--- config.mk ---
export PLATFORM = sky130hd
export DESIGN_NAME = gpr_file_mp
export DESIGN_NICKNAME = d
export VERILOG_FILES = /design/src/rtl/gpr_pkg.sv /design/src/rtl/gpr_rd_port.sv /design/src/rtl/gpr_file_mp.sv
export SDC_FILE = /design/constraint.sdc
export NUM_CORES = 1
export LEC_CHECK = 0
export ABC_AREA = 0
export BUFFER_PORTS_ARGS = -buffer_cell sky130_fd_sc_hd__buf_2
export CAP_MARGIN = 25
export CORE_MARGIN = 2
export CORE_UTILIZATION = 56
export DETAILED_ROUTE_END_ITERATION = 12
export PLACE_DENSITY_LB_ADDON = 0.25
export REMOVE_ABC_BUFFERS = 1
export SYNTH_ARGS = -nofsm -noshare
export SYNTH_HDL_FRONTEND = slang
export SYNTH_HIERARCHICAL = 1
export SYNTH_SLANG_ARGS = --single-unit
--- constraint.sdc ---
create_clock -name CLK -period 1.5 [get_ports CLK]
set_input_delay 0.075 -clock CLK [delete_from_list [all_inputs] [get_ports CLK]]
set_output_delay 0.075 -clock CLK [all_outputs]
set_load 0.01 [all_outputs]
--- src/rtl/gpr_pkg.sv ---
// Shared defaults and helpers for the general-purpose register file.
package gpr_pkg;

    localparam int DEF_WIDTH  = 16;
    localparam int DEF_DEPTH  = 16;
    localparam int DEF_NUM_RD = 2;

    // Register address width for a given depth (at least one bit).
    function automatic int calc_aw(input int depth);
        return (depth > 1) ? $clog2(depth) : 1;
    endfunction

endpackage

--- src/rtl/gpr_rd_port.sv ---
// One combinational read port: register mux, write bypass and busy lookup.
module gpr_rd_port
    import gpr_pkg::*;
#(
    parameter int WIDTH    = DEF_WIDTH,
    parameter int DEPTH    = DEF_DEPTH,
    parameter int AW       = calc_aw(DEPTH),
    parameter bit ZERO_REG = 1'b0
) (
    input  logic [WIDTH-1:0] regs [DEPTH],
    input  logic [DEPTH-1:0] busy,
    input  logic             we,
    input  logic [AW-1:0]    waddr,
    input  logic [WIDTH-1:0] wdata,
    input  logic             busy_set,
    input  logic [AW-1:0]    busy_addr,
    input  logic [AW-1:0]    raddr,
    output logic [WIDTH-1:0] rdata,
    output logic             rbusy
);

    logic zero_hit;
    logic bypass_hit;

    assign zero_hit   = ZERO_REG && (raddr == '0);
    assign bypass_hit = we && (waddr == raddr);

    // Hardwired zero beats bypass; bypass beats stored state.
    always_comb begin
        rdata = regs[raddr];
        rbusy = busy[raddr];
        if (zero_hit) begin
            rdata = '0;
            rbusy = 1'b0;
        end else if (bypass_hit) begin
            rdata = wdata;
            rbusy = busy_set && (busy_addr == raddr);
        end
    end

endmodule

--- src/rtl/gpr_file_mp.sv ---
// Multi-port register file with write bypass and per-register busy scoreboard.
module gpr_file_mp
    import gpr_pkg::*;
#(
    parameter int  WIDTH    = DEF_WIDTH,
    parameter int  DEPTH    = DEF_DEPTH,
    parameter int  NUM_RD   = DEF_NUM_RD,
    parameter bit  ZERO_REG = 1'b0,
    localparam int AW       = calc_aw(DEPTH)
) (
    input  logic                    CLK,
    input  logic                    RST_N,
    input  logic                    WE,
    input  logic [AW-1:0]           WADDR,
    input  logic [WIDTH-1:0]        WDATA,
    input  logic                    BUSY_SET,
    input  logic [AW-1:0]           BUSY_ADDR,
    input  logic [NUM_RD*AW-1:0]    RADDR,
    output logic [NUM_RD*WIDTH-1:0] RDATA,
    output logic [NUM_RD-1:0]       RBUSY
);

    logic [WIDTH-1:0] regs [DEPTH];
    logic [DEPTH-1:0] busy;
    logic             wr_ok;
    logic             set_ok;

    assign wr_ok  = WE && !(ZERO_REG && (WADDR == '0));
    assign set_ok = BUSY_SET && !(ZERO_REG && (BUSY_ADDR == '0));

    // Register array update: reset clears, writeback stores.
    always_ff @(posedge CLK) begin
        if (!RST_N) begin
            for (int unsigned i = 0; i < DEPTH; i++) begin
                regs[i] <= '0;
            end
        end else if (wr_ok) begin
            regs[WADDR] <= WDATA;
        end
    end

    // Busy scoreboard: a new issue to a register wins over its writeback clear.
    always_ff @(posedge CLK) begin
        if (!RST_N) begin
            busy <= '0;
        end else begin
            for (int unsigned i = 0; i < DEPTH; i++) begin
                if (set_ok && (BUSY_ADDR == AW'(i))) begin
                    busy[i] <= 1'b1;
                end else if (wr_ok && (WADDR == AW'(i))) begin
                    busy[i] <= 1'b0;
                end
            end
        end
    end

    for (genvar k = 0; k < NUM_RD; k++) begin : g_rd
        gpr_rd_port #(
            .WIDTH   (WIDTH),
            .DEPTH   (DEPTH),
            .AW      (AW),
            .ZERO_REG(ZERO_REG)
        ) u_rd_port (
            .regs     (regs),
            .busy     (busy),
            .we       (WE),
            .waddr    (WADDR),
            .wdata    (WDATA),
            .busy_set (BUSY_SET),
            .busy_addr(BUSY_ADDR),
            .raddr    (RADDR[k*AW +: AW]),
            .rdata    (RDATA[k*WIDTH +: WIDTH]),
            .rbusy    (RBUSY[k])
        );
    end

endmodule

==> impl_results.md, run 1 <==
- Num rows: 59
- Max Freq: 455 MHz
- Root Driver: clkbuf_16
- Latest clock arrival within the worst-skew pair: 0.55 ns
- HP Start: RST_N
- Syn. warnings: 6
- Via/cell ratio: 6.24
- Number of synthesized register bits: 272
- Setup crit end kind: output pin
- Setup Total Neg Slack: -20.41 ns
- Yosys top cell area share: 36.7%
- Area Overhead vs Synth: 18.5%
- Syn Inst Count: 1,286
- Antenna-violating nets left: 0
- RR Startpoint: busy[2]
- Synth Area per Inst: 11.5 um2
- DR DRC count: 0
- Slew Viols, Final: 0
- Share of layout cells above drive strength 1: 34.0%
- # clock sinks: 272
- Worst Setup SP: regs[59]
- Async SR Flop Fraction: 0%
- Post-DR wirelength/cell: 23.3 um
- ANT cells: 0
- Post-synth EDFFs: 0
- Post-synth top cells: mux2i_1, nand2_1, dfxtp_1, mux4_2, clkbuf_1
- Min Tclk post-route: 2.20 ns
- RSZ-0062 raised after global routing: true
- Vias: 10,800
- Final Hold Viols: 0
- Met1 WL: 16,600 um
- 1st-pass router iterations: 7
- Lkg Pwr: 0.00702 uW
- Slew @ Worst Pin: 0.583 ns
- Arr. time, crit path: 2.12 ns
- I/O pins: 70
- Cts bufs inserted: 29
- CTS tree: built
- Crit Path Category: register to output pin
- GR Util All Layers: 28.8%
- Maximum vdd drop: 800 uV
- Core Region: 26,100 um2
- Crit Path Max Fanout: 3
- Final setup margin: -0.697 ns
- Most common cell in the synthesized netlist: mux2i_1
- Worst hold path class: input port to register
- Initial Util: 56.9%
- Startpoint Class: register
- Die height: 167 um
- Final Wtd Congestion: 0.800
- Antenna violations before repair: 0
- First-pass GRT wire length: 62,700 um
- Final Cell Area: 17,600 um2
- Dpl cell area: 16,100 um2
- Port Buffers: 69
- Max-Cap Viols: 0
- PwrDens: 919 nW/um2
- Final WL: 40,400 um
- Failing checks: negative setup slack
- Die Wd: 167 um
- Status: complete, but fails checks
- Gr ovfl total: 0
- Initial DRC count: 891
- Htree depth: 1
- Slew HR: 61.0%
- Distinct cells, synth: 32
- Largest net degree at the start of global routing: 76
- Most area-consuming cells after synthesis: dfxtp_1, mux2i_1, mux4_2
- Clock slew at the register clock pins of the worst setup and hold paths: 0.06 ns
- Post-synth top area cell: dfxtp_1
- Max layer used: met4
- Register area share after synthesis: 36.7%
- Ys flop type: dfxtp_1
- Met3 routed wirelength: 2840 um
- DR WL met2: 20,100 um
- Setup Skew: 0 ns
- CTS Buffer Depth: 3
- Die ar.: 27,800 um2
- Critical Path RT: 1.42 ns
- Mapped Area: 14,800 um2
- Final nets: 1,419
- Setup-failing EPs final: 34
- DP HPWL: 25,900 um
- Vias in the first global route: 11,100
- Part of the cycle the worst path needs: 146%
-- critical path, cell delays in order, from the launching register on --
cell,delay (ns)
dfxtp_1,0.33
mux4_2,0.48
mux2i_2,0.19
mux2i_2,0.15
mux2_4,0.31
buf_6,0.12
-- area by class of cell --
class,instances,area [um2]
Clock buffer,40,827
Clock inverter,7,85.1
Fill cell,1934,8490
Multi-Input combinational cell,893,8900
Sequential cell,272,5520
Tap cell,335,419
Timing Repair Buffer,187,1820
-- per-stage QoR --
step	total power [uW]	util (%)	hold WS, ns	std cells	worst slack (ns)
finish	16200	67.4	0.0264	1734	-0.697
global route	16600	67.4	0.0447	1734	-0.731
CTS	16200	66.6	0.00643	1730	-0.697
detailed placement	9190	61.8	0.404	1673	-0.357
global placement	9150	61.8	0.394	1673	-0.334
floorplan	8230	-	0.173	1165	-0.339
-- flip-flops by register name, summed over array words and instances (netlist names) --
name and flops:
regs 256, busy 16
-- per-layer routing --
| layer | GRT usage, % | vias to the layer above |
|---|---|---|
| met5 | 0 | - |
| met4 | 7.57 | 0 |
| met2 | 49.2 | 382 |
| met1 | 38.5 | 5508 |
| li1 | - | 4858 |
| met3 | 4.52 | 65 |
-- layout by cell type, fill, tap and decap left out, types with 2 or more instances in the layout --
cell type,n
mux2i_1,349
nand2_1,291
dfxtp_1,216
mux4_2,136
buf_4,87
dfxtp_2,56
buf_6,33
buf_2,31
mux2_4,30
clkbuf_16,29
buf_12,28
o22ai_1,12
xor2_1,12
nor2_4,9
mux2i_2,9
clkbuf_8,7
dlygate4sd3_1,7
nand2b_1,5
nand3_1,5
nor3_1,5
clkbuf_1,5
clkinv_2,5
nand3b_1,4
xnor2_1,4
mux2_2,4
or3_1,2
nor2_1,2
a32o_1,2
bufinv_16,2
nor4_4,2
-- power breakdown --
part | internal [uW] | switching (uW) | total (uW) | leakage [uW]
combinational | 782 | 958 | 1740 | 0.00434
clock | 4130 | 2880 | 7020 | 0.000454
sequential | 7330 | 72.7 | 7400 | 0.00222
total | 12200 | 3910 | 16200 | 0.00702
-- path summary, 6_finish.rpt --
kind                            cells after the start        end  slack, ns
worst min-delay path                                3  regs[207]       0.03
worst min register to register                      2  regs[100]       0.46
worst max-delay path                                5  RDATA[27]      -0.70
worst max register to register                      3    busy[2]       0.26
-- logic make-up after synthesis --
group / synth area share, %
multiplexers: 47.4
AND/OR/NAND/NOR: 9.80
AO/OA/AOI/OAI: 0.734
flip-flops: 36.7
XOR/XNOR: 0.945
buffers and inverters: 4.36
-- timing repair --
item | CTS | global route
resized for setup | 74 | 59
buffers inserted | 3 | 4
endpoints found under the setup margin | 34 | 35
hold buffers | 7 | 0
endpoints found under the hold margin | 16 | 0
(Power assumes the default switching activity.)
==> run 2: changes to the inputs <==
--- a/config.mk
+++ b/config.mk
@@ -11,6 +11,8 @@
 export CORE_MARGIN = 2
 export CORE_UTILIZATION = 56
+export CTS_CLUSTER_DIAMETER = 100
 export DETAILED_ROUTE_END_ITERATION = 12
 export PLACE_DENSITY_LB_ADDON = 0.25
+export RECOVER_POWER = 50
 export REMOVE_ABC_BUFFERS = 1
 export SYNTH_ARGS = -nofsm -noshare
==> constraint.sdc (replaced) <==
create_clock -name CLK -period 1.5 [get_ports CLK]
set_input_delay 0.15 -clock CLK [delete_from_list [all_inputs] [get_ports CLK]]
set_output_delay 0.15 -clock CLK [all_outputs]
set_load 0.01 [all_outputs]
==> run 2 against run 1 <==
The run still ends with negative setup slack left; cell area fell by 0.53%; fmax fell by 3.1%; first-iteration DRC count up 0.90%; via count down 0.56%; combinational power down 3%; count of clock-buffer cells in the layout is 3 lower; critical endpoint is now RDATA[25].
==> impl_results.md, run 2 (synthesized netlist as in run 1, its figures left out) <==
- Initial DRC count: 899 (was 891)
- Post-route insts no fill: 1,740 (was 1,734)
- Startpoint Class: register (unchanged)
- Max reg flops: 256 (unchanged)
- Core Region: 26,100 um2 (unchanged)
- Most frequent cells in the layout: mux2i_1, nand2_1, dfxtp_1 (unchanged)
- Crit-path most repeated cell: mux2i_1 (was mux2i_2)
- I/O pins: 70 (unchanged)
- Critical Path RT: 1.35 ns (was 1.42 ns)
- Final setup margin: -0.768 ns (was -0.697 ns)
- Commonest non-fill, non-tap cell in the layout: mux2i_1 (unchanged)
- Root Driver: clkbuf_16 (unchanged)
- 1st-pass router iterations: 6 (was 7)
- CTS Buffer Depth: 3 (unchanged)
- Setup-failing EPs final: 35 (was 34)
- Arr. time, crit path: 2.12 ns (about the same)
- Latest clock arrival within the worst-skew pair: 0.54 ns (was 0.55 ns)
- Antenna violations before repair: 1 (was 0)
- Final Hold Viols: 0 (unchanged)
- Setup Skew: 0 ns (unchanged)
- Clock slew at the register clock pins of the worst setup and hold paths: 0.06 ns (about the same)
- # clock sinks: 272 (unchanged)
- Crit Path Max Fanout: 3 (unchanged)
- Final WL: 39,200 um (was 40,400 um)
- Max-Cap Viols: 0 (unchanged)
- DR DRC count: 0 (unchanged)
- Final hold slack: 0.0166 ns (was 0.0264 ns)
- Gr ovfl total: 0 (unchanged)
- Cts bufs inserted: 29 (unchanged)
- Largest net degree at the start of global routing: 61 (was 76)
- Part of the cycle the worst path needs: 151% (was 146%)
- Crit-path cells: mux4_2 > mux2i_1 > mux2i_1 > mux2_4 > buf_6 (was mux4_2 > mux2i_2 > mux2i_2 > mux2_4 > buf_6)
- DP HPWL: 25,600 um (was 25,900 um)
- Failing checks: negative setup slack (unchanged)
- Die ar.: 27,800 um2 (unchanged)
- Share of layout cells above drive strength 1: 34.0% (about the same)
- Sequential standard cell area: 5520 um2 (about the same)
- Setup crit end kind: output pin (unchanged)
- Top reg by flops: regs (unchanged)
- Place WS: -0.563 ns (was -0.357 ns)
- Lkg Pwr: 0.00699 uW (was 0.00702 uW)
- Die Wd: 167 um (unchanged)
- Die height: 167 um (unchanged)
- Vias in the first global route: 10,900 (was 11,100)
- Max Freq: 441 MHz (was 455 MHz)
- Maximum vdd drop: 629 uV (was 800 uV)
- Min Tclk post-route: 2.27 ns (was 2.20 ns)
- Final Wtd Congestion: 0.792 (was 0.800)
- Slew @ Worst Pin: 0.735 ns (was 0.583 ns)
- Via/cell ratio: 6.18 (was 6.24)
- Top Registers: regs x256, busy x16 (unchanged)
- Num rows: 59 (unchanged)
- Port Buffers: 69 (unchanged)
- Final nets: 1,419 (unchanged)
- CP max stage delay: 0.50 ns (was 0.48 ns)
- Status: complete, but fails checks (unchanged)
- Antenna-violating nets left: 0 (unchanged)
- Number of fill cells in the layout: 1,952 (was 1,934)
- Initial Util: 56.9% (unchanged)
- Crit Path Category: register to output pin (unchanged)
- Area Overhead vs Synth: 17.9% (was 18.5%)
- Vias: 10,800 (about the same)
- Post-DR wirelength/cell: 22.5 um (was 23.3 um)
- PwrDens: 978 nW/um2 (was 919 nW/um2)
- Critical-path top delay cell: mux4_2 (unchanged)
- First-pass GRT wire length: 60,700 um (was 62,700 um)
- CTS tree: built (unchanged)
- Slew Viols, Final: 0 (unchanged)
- GR Util All Layers: 27.9% (was 28.8%)
- Slew HR: 51.0% (was 61.0%)
- Htree depth: 1 (unchanged)
- Worst hold path class: input port to register (unchanged)
- Area of the multi-input gates: 8860 um2 (was 8900 um2)
- Placed cell count: 1,677 (was 1,673)
- RSZ-0062 raised after global routing: true (unchanged)
==> run 2: worst paths after layout <==
check	startpoint	endpoint	slack, ns	cells past startpoint
setup reg to reg	busy[2]	busy[2]	0.23	3
hold reg to reg	regs[175]	regs[175]	0.46	2
hold / removal	RST_N	regs[117]	0.02	3
setup / recovery	regs[9]	RDATA[25]	-0.77	5
==> run 2: area by class of cell <==
type                    count  area share (%)
flip-flops and latches    272            31.6
multi-input cells         893            50.7
diodes                      1          0.0143
repair buffers            187            9.09
clock buffers              37            4.72
clock inverters            15            1.47
well taps                 335            2.40
==> run 2: report_power, final <==
part	total (uW)	internal [uW]	switching (uW)
Clock	8020	5060	2960
Sequential	7400	7330	71.6
Combinational	1680	750	931
Total	17100	13100	3960
==> run 2: through the flow <==
step	area, um2	total power (uW)	setup TNS (ns)	util [%]
after CTS	17500	17200	-23.58	67.3
after detailed placement	16100	9180	-19.19	61.9
after global placement	16100	9150	-17.42	61.9
after floorplan	14200	8230	-11.53	-
final	17500	17100	-23.65	67.1
after global routing	17500	17600	-25.80	67.1
==> run 2: what timing repair did <==
action | CTS | global route
hold buffers | 5 | 0
setup buffers | 3 | 2
gates resized for setup | 70 | 65
endpoints found under the hold margin | 4 | 0
pin swaps | 0 | 0
endpoints found under the setup margin | 34 | 34
==> run 2: critical path, delay by kind of cell, from the launching register on <==
family / cells / cell delay [ns]
buffers and inverters: 1 / 0.12
DFF: 1 / 0.33
muxes: 4 / 1.11
==> run 2: layer usage <==
metal	global-route usage, %	part of all wire, %	vias to the layer above
li1	-	-	4854
met1	37.4	42	5444
met2	47.6	49	370
met3	3.30	6.3	84
met4	8.58	2.4	0
met5	0	0	-
==> run 3: changes to the inputs <==
Settings changed: CORE_UTILIZATION 56 to 58, CTS_BUF_LIST set to sky130_fd_sc_hd__clkbuf_2, CTS_CLUSTER_DIAMETER 100 to unset.
==> run 3 against run 2 <==
Sequential share of layout area shrank 0.43 points; largest power group is now registers; non-clock buffer count increased by 44; cell area grew 0.82%; power fell by 17%; critical path type unchanged; register-to-register slack improved by 0.03 ns; combinational power up 9%; global-route usage grew 3.4 points; clock skew did not move; count of clock-buffer cells in the layout up 61; wire length increased by 5.9%; die area is 3.4% lower; the flow still finishes with violations (negative setup slack).
==> impl_results.md, run 3 (synthesized netlist as in run 1, its figures left out) <==
- Final setup margin: -1.05 ns (was -0.768 ns)
- Worst Setup SP: regs[77] (was regs[9])
- Area of the multi-input gates: 8860 um2 (unchanged)
- Largest net degree at the start of global routing: 26 (was 61)
- Critical Path RT: 1.35 ns (about the same)
- Initial Util: 59.0% (was 56.9%)
- Worst reg2reg path depth: 3 (unchanged)
- Top Registers: regs x256, busy x16 (unchanged)
- Final WL: 41,500 um (was 39,200 um)
- Setup Skew: 0 ns (unchanged)
- Crit-path cells: mux4_2 > mux2i_1 > mux2i_2 > mux2_4 > buf_6 (was mux4_2 > mux2i_1 > mux2i_1 > mux2_4 > buf_6)
- Initial DRC count: 1,033 (was 899)
- Root Driver: clkbuf_2 (was clkbuf_16)
- Commonest non-fill, non-tap cell in the layout: mux2i_1 (unchanged)
- Slew @ Worst Pin: 1.10 ns (was 0.735 ns)
- Most frequent cells in the layout: mux2i_1, nand2_1, dfxtp_1 (unchanged)
- RR Startpoint: busy[2] (unchanged)
- Placed cell count: 1,676 (was 1,677)
- Crit path depth: 5 (unchanged)
- Final Wtd Congestion: 0.807 (was 0.792)
- CTS tree: built (unchanged)
- Via/cell ratio: 6.15 (was 6.18)
- Number of fill cells in the layout: 1,877 (was 1,952)
- Slew HR: 26.4% (was 51.0%)
- Max-Cap Viols: 0 (unchanged)
- Top reg by flops: regs (unchanged)
- Failing checks: negative setup slack (unchanged)
- CTS Buffer Depth: 3 (unchanged)
- Post-route insts no fill: 1,838 (was 1,740)
- Arr. time, crit path: 2.40 ns (was 2.12 ns)
- Antenna-violating nets left: 0 (unchanged)
- Worst hold path class: input port to register (unchanged)
- 1st-pass router iterations: 5 (was 6)
- First-pass GRT wire length: 63,400 um (was 60,700 um)
- Vias in the first global route: 11,500 (was 10,900)
- Htree depth: 3 (was 1)
- PwrDens: 801 nW/um2 (was 978 nW/um2)
- Post-DR wirelength/cell: 22.6 um (was 22.5 um)
- Lkg Pwr: 0.00720 uW (was 0.00699 uW)
- Setup crit end kind: output pin (unchanged)
- Share of layout cells above drive strength 1: 34.5% (was 34.0%)
- Status: complete, but fails checks (unchanged)
- Cts bufs inserted: 72 (was 29)
- Num rows: 58 (was 59)
- DR DRC count: 0 (unchanged)
- Final nets: 1,506 (was 1,419)
- Startpoint Class: register (unchanged)
- I/O pins: 70 (unchanged)
- RSZ-0062 raised after global routing: true (unchanged)
- Vias: 11,300 (was 10,800)
- Crit Path Max Fanout: 3 (unchanged)
- CP top delay family: multiplexers (unchanged)
- Setup-failing EPs final: 291 (was 35)
- Buf+Inv Stages, Crit Path: 1 (unchanged)
- R2R Path End: busy[2] (unchanged)
- Part of the cycle the worst path needs: 170% (was 151%)
- GR Util All Layers: 31.2% (was 27.9%)
- CP max stage delay: 0.47 ns (was 0.50 ns)
- Max reg flops: 256 (unchanged)
- DP HPWL: 26,400 um (was 25,600 um)
- Die height: 164 um (was 167 um)
- Latest clock arrival within the worst-skew pair: 0.79 ns (was 0.54 ns)
- Setup Total Neg Slack: -162.71 ns (was -23.65 ns)
- Final Hold Viols: 0 (unchanged)
- Slew Viols, Final: 0 (unchanged)
- Maximum vdd drop: 512 uV (was 629 uV)
- Port Buffers: 69 (unchanged)
- Crit path to: RDATA[13] (was RDATA[25])
- # clock sinks: 272 (unchanged)
- Antenna violations before repair: 1 (unchanged)
- Die ar.: 26,900 um2 (was 27,800 um2)
- Crit Path Category: register to output pin (unchanged)
- Sequential standard cell area: 5490 um2 (was 5520 um2)
- Die Wd: 164 um (was 167 um)
- Max Freq: 391 MHz (was 441 MHz)
- Flop2flop setup slack: 0.26 ns (was 0.23 ns)
- Area Overhead vs Synth: 18.9% (was 17.9%)
- Critical-path top delay cell: mux4_2 (unchanged)
- Clock slew at the register clock pins of the worst setup and hold paths: 0.12 ns (was 0.06 ns)
- Gr ovfl total: 0 (unchanged)
- Min Tclk post-route: 2.55 ns (was 2.27 ns)
- Core Region: 25,100 um2 (was 26,100 um2)
==> run 3: how the worst min path moves through the flow <==
stage | start | cells after the start | endpoint
final | BUSY_ADDR[2] | 4 | busy[7]
after global routing | BUSY_ADDR[2] | 4 | busy[7]
after CTS | WADDR[3] | 5 | busy[1]
after detailed placement | regs[106] | 2 | regs[106]
after global placement | regs[29] | 2 | regs[29]
after floorplan | BUSY_ADDR[0] | 1 | busy[2]
==> run 3: cell type report <==
type / instances / share of cell area (%)
multi-input combinational: 893 / 50.3
antenna: 1 / 0.0142
clock buffer: 98 / 2.78
clock inverter: 13 / 0.433
tap: 330 / 2.34
sequential: 272 / 31.2
timing repair buffer: 231 / 13.0
==> run 3: stage by stage <==
| step | setup WS, ns | cell area [um2] | hold WS, ns | utilization (%) | power [uW] |
|---|---|---|---|---|---|
| after floorplan | -0.414 | 14200 | 0.248 | - | 8230 |
| after global routing | -1.16 | 17600 | 0.00794 | 70.2 | 14700 |
| after CTS | -1.13 | 17500 | -0.0481 | 69.8 | 14200 |
| after global placement | -0.550 | 16300 | 0.449 | 64.8 | 9190 |
| final | -1.05 | 17600 | 0.0456 | 70.2 | 14100 |
| after detailed placement | -0.558 | 16300 | 0.460 | 64.8 | 9220 |
==> run 3: where the power goes <==
| group | switching [uW] | internal (uW) |
|---|---|---|
| logic | 994 | 837 |
| clock network | 3000 | 1890 |
| registers | 70.8 | 7320 |
| total | 4070 | 10000 |
==> run 3: per-layer routing <==
layer  vias to the layer above  wire length, um  GRT usage (%)
li1                       5052                -              -
met1                      5684            17000           39.9
met4                         0             1620           13.5
met3                       103             3170           6.97
met2                       461            19800           51.3
met5                         -                0              0
==> run 3: repair_timing <==
action	in CTS	in global routing
pin swaps	0	2
setup buffers	2	4
gates resized for setup	72	35
gates cloned	0	0
hold buffers	41	4
endpoints found under the hold margin	258	10
setup endpoints to repair	34	38
==> run 3: worst min-delay path, cell delays in order <==
cell and delay [ns]:
buf_2 0.13, dlymetal6s2s_1 0.18, nand3b_1 0.24, o22ai_1 0.13
